===== config.mk =====
export PLATFORM = sky130hd
export DESIGN_NAME = inst_decoder_pipe_flat
export DESIGN_NICKNAME = d
export VERILOG_FILES = /design/src/rtl/inst_decoder_pipe_if.sv /design/src/rtl/inst_decoder_pipe.sv /design/src/flat_wrapper.sv
export SDC_FILE = /design/constraint.sdc
export NUM_CORES = 1
export LEC_CHECK = 0
export BUFFER_PORTS_ARGS = -buffer_cell sky130_fd_sc_hd__buf_2
export CELL_PAD_IN_SITES_DETAIL_PLACEMENT = 1
export CELL_PAD_IN_SITES_GLOBAL_PLACEMENT = 1
export CORE_MARGIN = 10
export CORE_UTILIZATION = 29
export CTS_BUF_LIST = sky130_fd_sc_hd__clkbuf_8
export DETAILED_ROUTE_END_ITERATION = 8
export PLACE_DENSITY = 0.89
export SLEW_MARGIN = 20
export SYNTH_ARGS = -nofsm -noshare
export SYNTH_HDL_FRONTEND = slang
export SYNTH_SLANG_ARGS = --single-unit
export TNS_END_PERCENT = 100

===== constraint.sdc =====
create_clock -name clk -period 2.2 [get_ports clk]
set_input_delay 0.11 -clock clk [delete_from_list [all_inputs] [get_ports clk]]
set_output_delay 0.11 -clock clk [all_outputs]
set_load 0.005 [all_outputs]

===== src/rtl/inst_decoder_pipe_if.sv =====
// rtl/inst_decoder_pipe_if.sv - fetch-to-decode handshake and ID/EX output bundle
interface inst_decoder_pipe_if #(
  parameter int DATAPATH_WIDTH     = 64,
  parameter int REGFILE_ADDR_WIDTH = 5,
  parameter int INST_ADDR_WIDTH    = 9,
  parameter int CNT_WIDTH          = 16
) ();
  logic                          in_valid;
  logic [DATAPATH_WIDTH-1:0]     inst_in;
  logic [INST_ADDR_WIDTH-1:0]    pc_in;
  logic                          ex_stall;
  logic                          flush;
  logic                          stall_out;
  logic                          valid_out;
  logic [REGFILE_ADDR_WIDTH-1:0] R1_addr_out;
  logic [REGFILE_ADDR_WIDTH-1:0] R2_addr_out;
  logic [REGFILE_ADDR_WIDTH-1:0] WR_addr_out;
  logic [DATAPATH_WIDTH-1:0]     imm_out;
  logic [INST_ADDR_WIDTH-1:0]    pc_out;
  logic                          WRegEn_out;
  logic                          WMemEn_out;
  logic                          MemRd_out;
  logic                          ImmSel_out;
  logic                          Branch_out;
  logic                          Jump_out;
  logic                          illegal_out;
  logic [CNT_WIDTH-1:0]          bubble_cnt;

  modport master (
    output in_valid, inst_in, pc_in, ex_stall, flush,
    input  stall_out, valid_out, R1_addr_out, R2_addr_out, WR_addr_out, imm_out, pc_out,
           WRegEn_out, WMemEn_out, MemRd_out, ImmSel_out, Branch_out, Jump_out,
           illegal_out, bubble_cnt
  );

  modport slave (
    input  in_valid, inst_in, pc_in, ex_stall, flush,
    output stall_out, valid_out, R1_addr_out, R2_addr_out, WR_addr_out, imm_out, pc_out,
           WRegEn_out, WMemEn_out, MemRd_out, ImmSel_out, Branch_out, Jump_out,
           illegal_out, bubble_cnt
  );
endinterface


===== src/rtl/inst_decoder_pipe.sv =====
// rtl/inst_decoder_pipe.sv - decode stage with load-use bubble insertion, flush and bubble counter
module inst_decoder_pipe #(
  parameter int DATAPATH_WIDTH     = 64,
  parameter int REGFILE_ADDR_WIDTH = 5,
  parameter int INST_ADDR_WIDTH    = 9,
  parameter int IMM_WIDTH          = 16,
  parameter int CNT_WIDTH          = 16
) (
  input  logic               clk,
  input  logic               reset,
  inst_decoder_pipe_if.slave bus
);
  localparam int D = DATAPATH_WIDTH;
  localparam int A = REGFILE_ADDR_WIDTH;

  logic [5:0]   opcode;
  logic [A-1:0] f_wr, f_r1, f_r2;
  logic [D-1:0] f_imm;
  logic         unused_inst_bits;

  assign opcode = bus.inst_in[D-1 -: 6];
  assign f_wr   = bus.inst_in[D-7 -: A];
  assign f_r1   = bus.inst_in[D-7-A -: A];
  assign f_r2   = bus.inst_in[D-7-2*A -: A];
  assign f_imm  = {{(D-IMM_WIDTH){bus.inst_in[IMM_WIDTH-1]}}, bus.inst_in[IMM_WIDTH-1:0]};
  assign unused_inst_bits = ^bus.inst_in;

  // ctrl bit order: {WRegEn, WMemEn, MemRd, ImmSel, Branch, Jump}
  logic [5:0] d_ctrl;
  logic       d_use_r1, d_use_r2, d_illegal;

  always_comb begin
    d_ctrl    = 6'b000000;
    d_use_r1  = 1'b0;
    d_use_r2  = 1'b0;
    d_illegal = 1'b0;
    case (opcode)
      6'h00: ;
      6'h01: begin d_ctrl = 6'b100000; d_use_r1 = 1'b1; d_use_r2 = 1'b1; end
      6'h02: begin d_ctrl = 6'b100100; d_use_r1 = 1'b1; end
      6'h03: begin d_ctrl = 6'b101100; d_use_r1 = 1'b1; end
      6'h04: begin d_ctrl = 6'b010100; d_use_r1 = 1'b1; d_use_r2 = 1'b1; end
      6'h05: begin d_ctrl = 6'b000010; d_use_r1 = 1'b1; d_use_r2 = 1'b1; end
      6'h06: begin d_ctrl = 6'b000001; end
      default: d_illegal = 1'b1;
    endcase
  end

  logic                       valid_q;
  logic [5:0]                 ctrl_q;
  logic [A-1:0]               wr_q, r1_q, r2_q;
  logic [D-1:0]               imm_q;
  logic [INST_ADDR_WIDTH-1:0] pc_q;
  logic                       illegal_q;
  logic [CNT_WIDTH-1:0]       cnt_q;
  logic                       hazard;

  // Only a load still in the output register can create a use hazard; r0 is hardwired zero.
  assign hazard = valid_q & ctrl_q[3] & (wr_q != '0) & bus.in_valid &
                  ((d_use_r1 & (f_r1 == wr_q)) | (d_use_r2 & (f_r2 == wr_q)));
  assign bus.stall_out = bus.ex_stall | (hazard & ~bus.flush);

  always_ff @(posedge clk) begin
    if (!reset) begin
      valid_q   <= 1'b0;
      ctrl_q    <= '0;
      wr_q      <= '0;
      r1_q      <= '0;
      r2_q      <= '0;
      imm_q     <= '0;
      pc_q      <= '0;
      illegal_q <= 1'b0;
      cnt_q     <= '0;
    end else if (bus.flush) begin
      valid_q <= 1'b0;
      ctrl_q  <= '0;
    end else if (bus.ex_stall) begin
      valid_q <= valid_q;
    end else if (hazard) begin
      valid_q <= 1'b0;
      ctrl_q  <= '0;
      if (~&cnt_q) cnt_q <= cnt_q + {{(CNT_WIDTH-1){1'b0}}, 1'b1};
    end else if (bus.in_valid) begin
      valid_q   <= 1'b1;
      ctrl_q    <= d_ctrl;
      wr_q      <= f_wr;
      r1_q      <= f_r1;
      r2_q      <= f_r2;
      imm_q     <= f_imm;
      pc_q      <= bus.pc_in;
      illegal_q <= illegal_q | d_illegal;
    end else begin
      valid_q <= 1'b0;
      ctrl_q  <= '0;
    end
  end

  assign bus.valid_out   = valid_q;
  assign bus.WRegEn_out  = ctrl_q[5];
  assign bus.WMemEn_out  = ctrl_q[4];
  assign bus.MemRd_out   = ctrl_q[3];
  assign bus.ImmSel_out  = ctrl_q[2];
  assign bus.Branch_out  = ctrl_q[1];
  assign bus.Jump_out    = ctrl_q[0];
  assign bus.WR_addr_out = wr_q;
  assign bus.R1_addr_out = r1_q;
  assign bus.R2_addr_out = r2_q;
  assign bus.imm_out     = imm_q;
  assign bus.pc_out      = pc_q;
  assign bus.illegal_out = illegal_q;
  assign bus.bubble_cnt  = cnt_q;
endmodule


===== src/flat_wrapper.sv =====
// flat-port wrapper written by rule: the top's interface ports become plain ports
module inst_decoder_pipe_flat 
#(
  parameter int DATAPATH_WIDTH     = 64,
  parameter int REGFILE_ADDR_WIDTH = 5,
  parameter int INST_ADDR_WIDTH    = 9,
  parameter int IMM_WIDTH          = 16,
  parameter int CNT_WIDTH          = 16
)
  (clk, reset, bus_in_valid, bus_inst_in, bus_pc_in, bus_ex_stall, bus_flush, bus_stall_out, bus_valid_out, bus_R1_addr_out, bus_R2_addr_out, bus_WR_addr_out, bus_imm_out, bus_pc_out, bus_WRegEn_out, bus_WMemEn_out, bus_MemRd_out, bus_ImmSel_out, bus_Branch_out, bus_Jump_out, bus_illegal_out, bus_bubble_cnt);
  inst_decoder_pipe_if #(.DATAPATH_WIDTH(DATAPATH_WIDTH), .REGFILE_ADDR_WIDTH(REGFILE_ADDR_WIDTH), .INST_ADDR_WIDTH(INST_ADDR_WIDTH), .CNT_WIDTH(CNT_WIDTH)) bus_i ();
  input  logic clk;
  input  logic reset;
  input wire logic [$bits(bus_i.in_valid)-1:0] bus_in_valid;
  input wire logic [$bits(bus_i.inst_in)-1:0] bus_inst_in;
  input wire logic [$bits(bus_i.pc_in)-1:0] bus_pc_in;
  input wire logic [$bits(bus_i.ex_stall)-1:0] bus_ex_stall;
  input wire logic [$bits(bus_i.flush)-1:0] bus_flush;
  output wire logic [$bits(bus_i.stall_out)-1:0] bus_stall_out;
  output wire logic [$bits(bus_i.valid_out)-1:0] bus_valid_out;
  output wire logic [$bits(bus_i.R1_addr_out)-1:0] bus_R1_addr_out;
  output wire logic [$bits(bus_i.R2_addr_out)-1:0] bus_R2_addr_out;
  output wire logic [$bits(bus_i.WR_addr_out)-1:0] bus_WR_addr_out;
  output wire logic [$bits(bus_i.imm_out)-1:0] bus_imm_out;
  output wire logic [$bits(bus_i.pc_out)-1:0] bus_pc_out;
  output wire logic [$bits(bus_i.WRegEn_out)-1:0] bus_WRegEn_out;
  output wire logic [$bits(bus_i.WMemEn_out)-1:0] bus_WMemEn_out;
  output wire logic [$bits(bus_i.MemRd_out)-1:0] bus_MemRd_out;
  output wire logic [$bits(bus_i.ImmSel_out)-1:0] bus_ImmSel_out;
  output wire logic [$bits(bus_i.Branch_out)-1:0] bus_Branch_out;
  output wire logic [$bits(bus_i.Jump_out)-1:0] bus_Jump_out;
  output wire logic [$bits(bus_i.illegal_out)-1:0] bus_illegal_out;
  output wire logic [$bits(bus_i.bubble_cnt)-1:0] bus_bubble_cnt;
  assign bus_i.in_valid = bus_in_valid;
  assign bus_i.inst_in = bus_inst_in;
  assign bus_i.pc_in = bus_pc_in;
  assign bus_i.ex_stall = bus_ex_stall;
  assign bus_i.flush = bus_flush;
  assign bus_stall_out = bus_i.stall_out;
  assign bus_valid_out = bus_i.valid_out;
  assign bus_R1_addr_out = bus_i.R1_addr_out;
  assign bus_R2_addr_out = bus_i.R2_addr_out;
  assign bus_WR_addr_out = bus_i.WR_addr_out;
  assign bus_imm_out = bus_i.imm_out;
  assign bus_pc_out = bus_i.pc_out;
  assign bus_WRegEn_out = bus_i.WRegEn_out;
  assign bus_WMemEn_out = bus_i.WMemEn_out;
  assign bus_MemRd_out = bus_i.MemRd_out;
  assign bus_ImmSel_out = bus_i.ImmSel_out;
  assign bus_Branch_out = bus_i.Branch_out;
  assign bus_Jump_out = bus_i.Jump_out;
  assign bus_illegal_out = bus_i.illegal_out;
  assign bus_bubble_cnt = bus_i.bubble_cnt;
  inst_decoder_pipe #(.DATAPATH_WIDTH(DATAPATH_WIDTH), .REGFILE_ADDR_WIDTH(REGFILE_ADDR_WIDTH), .INST_ADDR_WIDTH(INST_ADDR_WIDTH), .IMM_WIDTH(IMM_WIDTH), .CNT_WIDTH(CNT_WIDTH)) u_core (.clk(clk), .reset(reset), .bus(bus_i));
endmodule

==> results_dict.tcl, run 1 <==
set metrics [dict create \
    status "completed" \
    ios 191 \
    crit_path_max_fanout 17 \
    crit_path_start "u_core.bus.WR_addr_out[4]" \
    dieHeight_um 127.1 \
    drt_first_iter_violations 86 \
    hold_violations 0 \
    drv_cap 0 \
    hold_path.class "in2reg" \
    async_flop_share_pct 0 \
    vias 3078 \
    r2r_cells 7 \
    grt_max_degree 80 \
    syn-num-nets 455 \
    coreArea_um2 11320 \
    grt_pass1_vias 3376 \
    syn_inst 376 \
    synth_ff_type "dfxtp_1" \
    max_slew_margin_pct 50.54 \
    crit_required_ns 2.48 \
    critPathLaunchType "register" \
    reg2reg_setup_slack_ns 0.09 \
    ir_drop_v 0.0002565 \
    synth_edf_count 0 \
    synthTopCellsByArea "dfxtp_1, mux2i_1, buf_4, nand2_1, xnor2_1" \
    maxSlewViolCount 0 \
    ys_seq_elements 64 \
    synth_top_area_cell "dfxtp_1" \
    grt_antenna_before_repair 2 \
    min_period_ns 2.112 \
    cts.clk_slew.worst_paths_ns 0.08 \
    drive_above_1_share_pct 39.81 \
    ys_seq_area_share_pct 38.51 \
    worst-slew-pin-transition_ns 0.7404 \
    area_growth_pct 31.21 \
    dp_hpwl_mm 8.184 \
    dieArea_um2 16160 \
    track_usage_pct 12.91 \
    power.total_w 0.002624 \
    cts_tree "yes" \
    worst_slack_ns 0.08803 \
    dp_slack_ns 0.03100 \
    nNetsFinal 589 \
    die_w_um 127.1 \
    r2r-end "u_core.bus.bubble_cnt[13]" \
    numCtsBuffers 9 \
    fin_util_pct 38.56 \
    power_density_nw_per_um2 601.1 \
    ant_nets 0 \
    drc 0 \
    start_util_pct 29.39 \
    drt-pass1-iter-count 4 \
    rsz0062_at_grt "no" \
    post_cts_buffers 0 \
    yosysWarnings 0 \
    syn_area_um2 3327 \
    cts.sinks 64 \
    fin_crit_sh_pct 96.00 \
    wl_mm 11.18 \
    finalSetupTns_ns 0 \
    worst_setup_path_end_kind "register" \
    leakage_nw 2.030 \
    place.gp.congestion 0.7335 \
    crit_path_end "u_core.bus.bubble_cnt[13]" \
    syn_avg_cell_area_um2 8.848 \
    clk-insertion-delay-late_ns 0.35 \
    wl_per_cell_um 16.97 \
    finalSetupViolations 0 \
    synth_top_area_share_pct 38.51 \
    via_per_inst 4.671 \
    grt_pass1_wl_mm 17.02 \
    fmax_mhz 473.5 \
    cts_root_buf "clkbuf_8" \
    ys_types 45 \
    rr_startpoint "u_core.bus.WR_addr_out[4]" \
    io_buffers 163 \
    grt-ovfl-total 0 \
    criticalPathCategory "reg2reg" \
    rows 39 \
    finClkSkew_ns 0.01883 \
    crit_arrival_ns 2.39 \
    htree_levels 3 \
    fin_area_um2 4365 \
    place_area_um2 3931 \
    ctsLongestPathBuffers 2 \
]
## layout by cell type (no fill, tap or decap), types with 5 or more instances in the layout
cell	instances
dlygate4sd3_1	14
mux2i_1	42
inv_1	5
xnor2_1	9
a21oi_1	12
o21ai_1	6
nand3_1	7
or4_1	8
nor2_1	7
buf_2	163
or3_1	5
clkbuf_8	12
o31ai_1	7
a22o_1	7
buf_4	9
nand2_1	92
dfxtp_1	62
## how the worst min path moves through the flow
stage,startpoint,end,cells after the start
after floorplan,bus_flush,u_core.bus.valid_out,1
after detailed placement,bus_flush,u_core.bus.valid_out,2
after global routing,bus_inst_in[13],u_core.bus.imm_out[13],3
after global placement,bus_flush,u_core.bus.valid_out,2
after CTS,bus_pc_in[0],u_core.bus.pc_out[0],3
final,bus_inst_in[54],u_core.bus.WR_addr_out[1],3
## cell families after synthesis
family          count (synthesis)  synth area share (%)
compound gates                 42                 8.725
simple gates                  142                 20.46
flops                          64                 38.51
mux                            42                 12.64
buf+inv                        74                 16.40
fa+ha+maj                       1                0.3760
xor+xnor                       11                 2.896
## repair_timing
| item | 4_1_cts | 5_1_grt |
|---|---|---|
| gates resized for setup | 0 | 6 |
| hold buffers | 14 | 0 |
| endpoints found under the setup margin | 0 | 48 |
| endpoints found under the hold margin | 14 | 0 |
## cells in the mapped netlist, types with 2 or more instances
| cell | number |
|---|---|
| nand4_1 | 4 |
| dfxtp_1 | 64 |
| nor3_1 | 4 |
| a21oi_1 | 12 |
| buf_6 | 4 |
| buf_4 | 50 |
| nand3_1 | 7 |
| xor2_1 | 2 |
| nand2_1 | 92 |
| or3_1 | 5 |
| and3_1 | 2 |
| or4_1 | 8 |
| buf_12 | 3 |
| nor2_1 | 7 |
| o21ai_1 | 6 |
| clkbuf_1 | 11 |
| xnor2_1 | 9 |
| o31ai_1 | 7 |
| nor4_1 | 2 |
| mux2i_1 | 42 |
| inv_1 | 5 |
| a22o_1 | 7 |
## layer usage
| layer | wire, um | GRT usage [%] | vias to the layer above |
|---|---|---|---|
| li1 | - | - | 1504 |
| met1 | 4207 | 12.35 | 1430 |
| met2 | 5352 | 22.21 | 123 |
| met3 | 1438 | 7.940 | 19 |
| met4 | 163 | 4.756 | 2 |
| met5 | 18 | 0 | - |
## sequential cells by signal (all words and copies together) (netlist names), 5 cells and up
register,cells
u_core.bus.bubble_cnt,16
u_core.bus.imm_out,16
u_core.bus.pc_out,9
u_core.ctrl_q,6
u_core.bus.R1_addr_out,5
u_core.bus.R2_addr_out,5
u_core.bus.WR_addr_out,5
## critical path, cell delays in order, from the launching register on
cell      delay (ns)
dfxtp_1         0.45
xnor2_1         0.15
nand2_1         0.10
nor4_4          0.33
o211ai_2        0.18
buf_12          0.19
or4_1           0.48
a21oi_1         0.16
## where the power goes
group	switching, W	internal (W)
combinational	0.000160	0.000152
clock	0.000492	0.000617
sequential	0.0000178	0.00119
## final cells by class
cell class                 instances  area [um2]
clock buffer                      12       165.2
inverter                           5       18.77
timing repair buffer             192        1145
multi-input combinational        238        1520
tap                              143       178.9
clock inverter                     4       51.30
sequential                        64        1284
fill                            1362        6955
antenna                            1       2.502
## stage by stage
| stage | hold WS, ns | cells |
|---|---|---|
| 2_1_floorplan | 0.1893 | 376 |
| 3_3_place_gp | 0.3266 | 626 |
| 3_5_place_dp | 0.3484 | 626 |
| 4_1_cts | 0.002425 | 656 |
| 5_1_grt | 0.002951 | 658 |
| 6_report | 0.01517 | 659 |
Note: power is estimated with default switching activity, not from simulation.
==> run 2: changes to the inputs <==
- REMOVE_ABC_BUFFERS: default -> 1
==> run 2 against run 1 <==
Non-clock buffer count is 14 higher. Global-route usage is 0.81 points higher. Critical path depth unchanged. Register-to-register slack about the same. Largest cell class unchanged. Clock-buffer cell count fell by 1. Clock skew down 0.011 ns. Clock power is 6% higher. Final area grew 5.1%. Sequential power about the same. Combinational power up 13%.
==> results_dict.tcl, run 2 (synthesis gave the netlist of run 1 again) <==
set metrics [dict create \
    grt_pass1_vias 3281 \
    whs_ns 0.01655 \
    fin_util_pct 40.54 \
    crit_path_max_fanout 8 \
    numCtsBuffers 9 \
    crit_arrival_ns 2.39 \
    via_per_inst 4.589 \
    place.gp.congestion 0.7360 \
    drv_cap 0 \
    drt-pass1-iter-count 4 \
    status "completed" \
    layout_common_cells "buf_2, nand2_1, dfxtp_1" \
    track_usage_pct 13.71 \
    finClkSkew_ns 0.008217 \
    fillers 1361 \
    leakage_nw 2.125 \
    path_cells "or4_4 > o2111ai_1 > inv_1 > o21ai_2 > and3_4 > clkbuf_16 > mux2i_1" \
    wl_met2_mm 6.304 \
    fmax_mhz 474.1 \
    vias 3102 \
    crit_buf_inv 2 \
    coreArea_um2 11320 \
    die_w_um 127.1 \
    dieHeight_um 127.1 \
    power_density_nw_per_um2 595.8 \
    crit_required_ns 2.48 \
    drt_first_iter_violations 136 \
    cts.sinks 64 \
    dieArea_um2 16160 \
    ios 191 \
    clk-insertion-delay-late_ns 0.36 \
    cp_top_family "simple AND/OR/NAND/NOR gates" \
    maxSlewViolCount 0 \
    cts.clk_slew.worst_paths_ns 0.08 \
    reg2reg_setup_slack_ns 0.09 \
    min_period_ns 2.109 \
    grt_antenna_before_repair 2 \
    crit_path_max_incr_delay_ns 0.54 \
    grt_max_degree 80 \
    slowest_stage "or4_4" \
    rows 39 \
    critPathLaunchType "register" \
    hold_violations 0 \
    max_slew_margin_pct 52.24 \
    fin_crit_sh_pct 95.87 \
    wl_per_cell_um 17.72 \
    grt_pass1_wl_mm 17.90 \
    hold_path.class "in2reg" \
    ctsLongestPathBuffers 2 \
    cts_tree "yes" \
    htree_levels 3 \
    criticalPathCategory "reg2reg" \
    start_util_pct 29.39 \
    area_growth_pct 37.95 \
    worst_setup_path_end_kind "register" \
    grt-ovfl-total 0 \
    dp_hpwl_mm 8.198 \
    power.total_w 0.002734 \
    drive_above_1_share_pct 39.89 \
    wl_met3_um 938 \
    finalSetupViolations 0 \
    wl_mm 11.98 \
    worst-slew-pin-transition_ns 0.7148 \
    drc 0 \
    drt-met1-wl_mm 4.463 \
    finalSetupTns_ns 0 \
    io_buffers 163 \
    ant_nets 0 \
    nNetsFinal 603 \
    cts_root_buf "clkbuf_8" \
    final_common_cell "buf_2" \
    ir_drop_v 0.0004519 \
    route.top_layer_used "met4" \
]
[run 2: final timing paths]
| check | startpoint | to | cells after the start |
|---|---|---|---|
| worst max-delay path | u_core.bus.WR_addr_out[0] | u_core.bus.imm_out[5] | 7 |
| worst min-delay path | bus_pc_in[3] | u_core.bus.pc_out[3] | 3 |
| worst max register to register | u_core.bus.WR_addr_out[0] | u_core.bus.imm_out[5] | 7 |
| worst min register to register | u_core.bus.R1_addr_out[4] | u_core.bus.R1_addr_out[4] | 2 |
[run 2: routing by layer]
layer	global-route usage, %	vias to the layer above
met5	0	-
met1	13.43	1455
li1	-	1534
met2	24.21	92
met3	6.824	21
met4	5.492	0
[run 2: timing repair]
action                                  in CTS  in global routing
hold buffers                                27                  0
setup buffers                                0                  1
resized for setup                            0                 14
endpoints found under the setup margin       0                 45
endpoints found under the hold margin       27                  0
[run 2: power breakdown]
part | switching (W) | internal, W | leakage, nW
Clock | 0.000481 | 0.000698 | 0.119
Combinational | 0.000174 | 0.000178 | 1.49
Sequential | 0.0000177 | 0.00119 | 0.521
[run 2: cell type report]
class / count / area, um2 / area share, %
clock inverter: 5 / 78.83 / 1.718
sequential: 64 / 1289 / 28.08
inverter: 5 / 18.77 / 0.4089
antenna: 4 / 10.01 / 0.2181
multi-input combinational: 238 / 1533 / 33.40
clock buffer: 11 / 151.4 / 3.299
tap: 143 / 178.9 / 3.899
timing repair buffer: 206 / 1330 / 28.98
[run 2: worst reg2reg max path: cells and delay by family (launching register included)]
family | cells | cell delay (ns)
and+or+nand+nor | 2 | 0.90
AOI/OAI and AO/OA | 2 | 0.28
muxes | 1 | 0.20
buffers and inverters | 2 | 0.30
DFF | 1 | 0.36
[run 2: metrics by stage]
| step | setup WS (ns) | area, um2 | instances |
|---|---|---|---|
| 3_5_place_dp | 0.03869 | 3909 | 623 |
| 2_1_floorplan | -0.8894 | 2800 | 307 |
| 5_1_grt | -0.01191 | 4584 | 674 |
| 3_3_place_gp | 0.1221 | 3909 | 623 |
| 4_1_cts | 0.01561 | 4409 | 666 |
| 6_report | 0.09091 | 4589 | 676 |
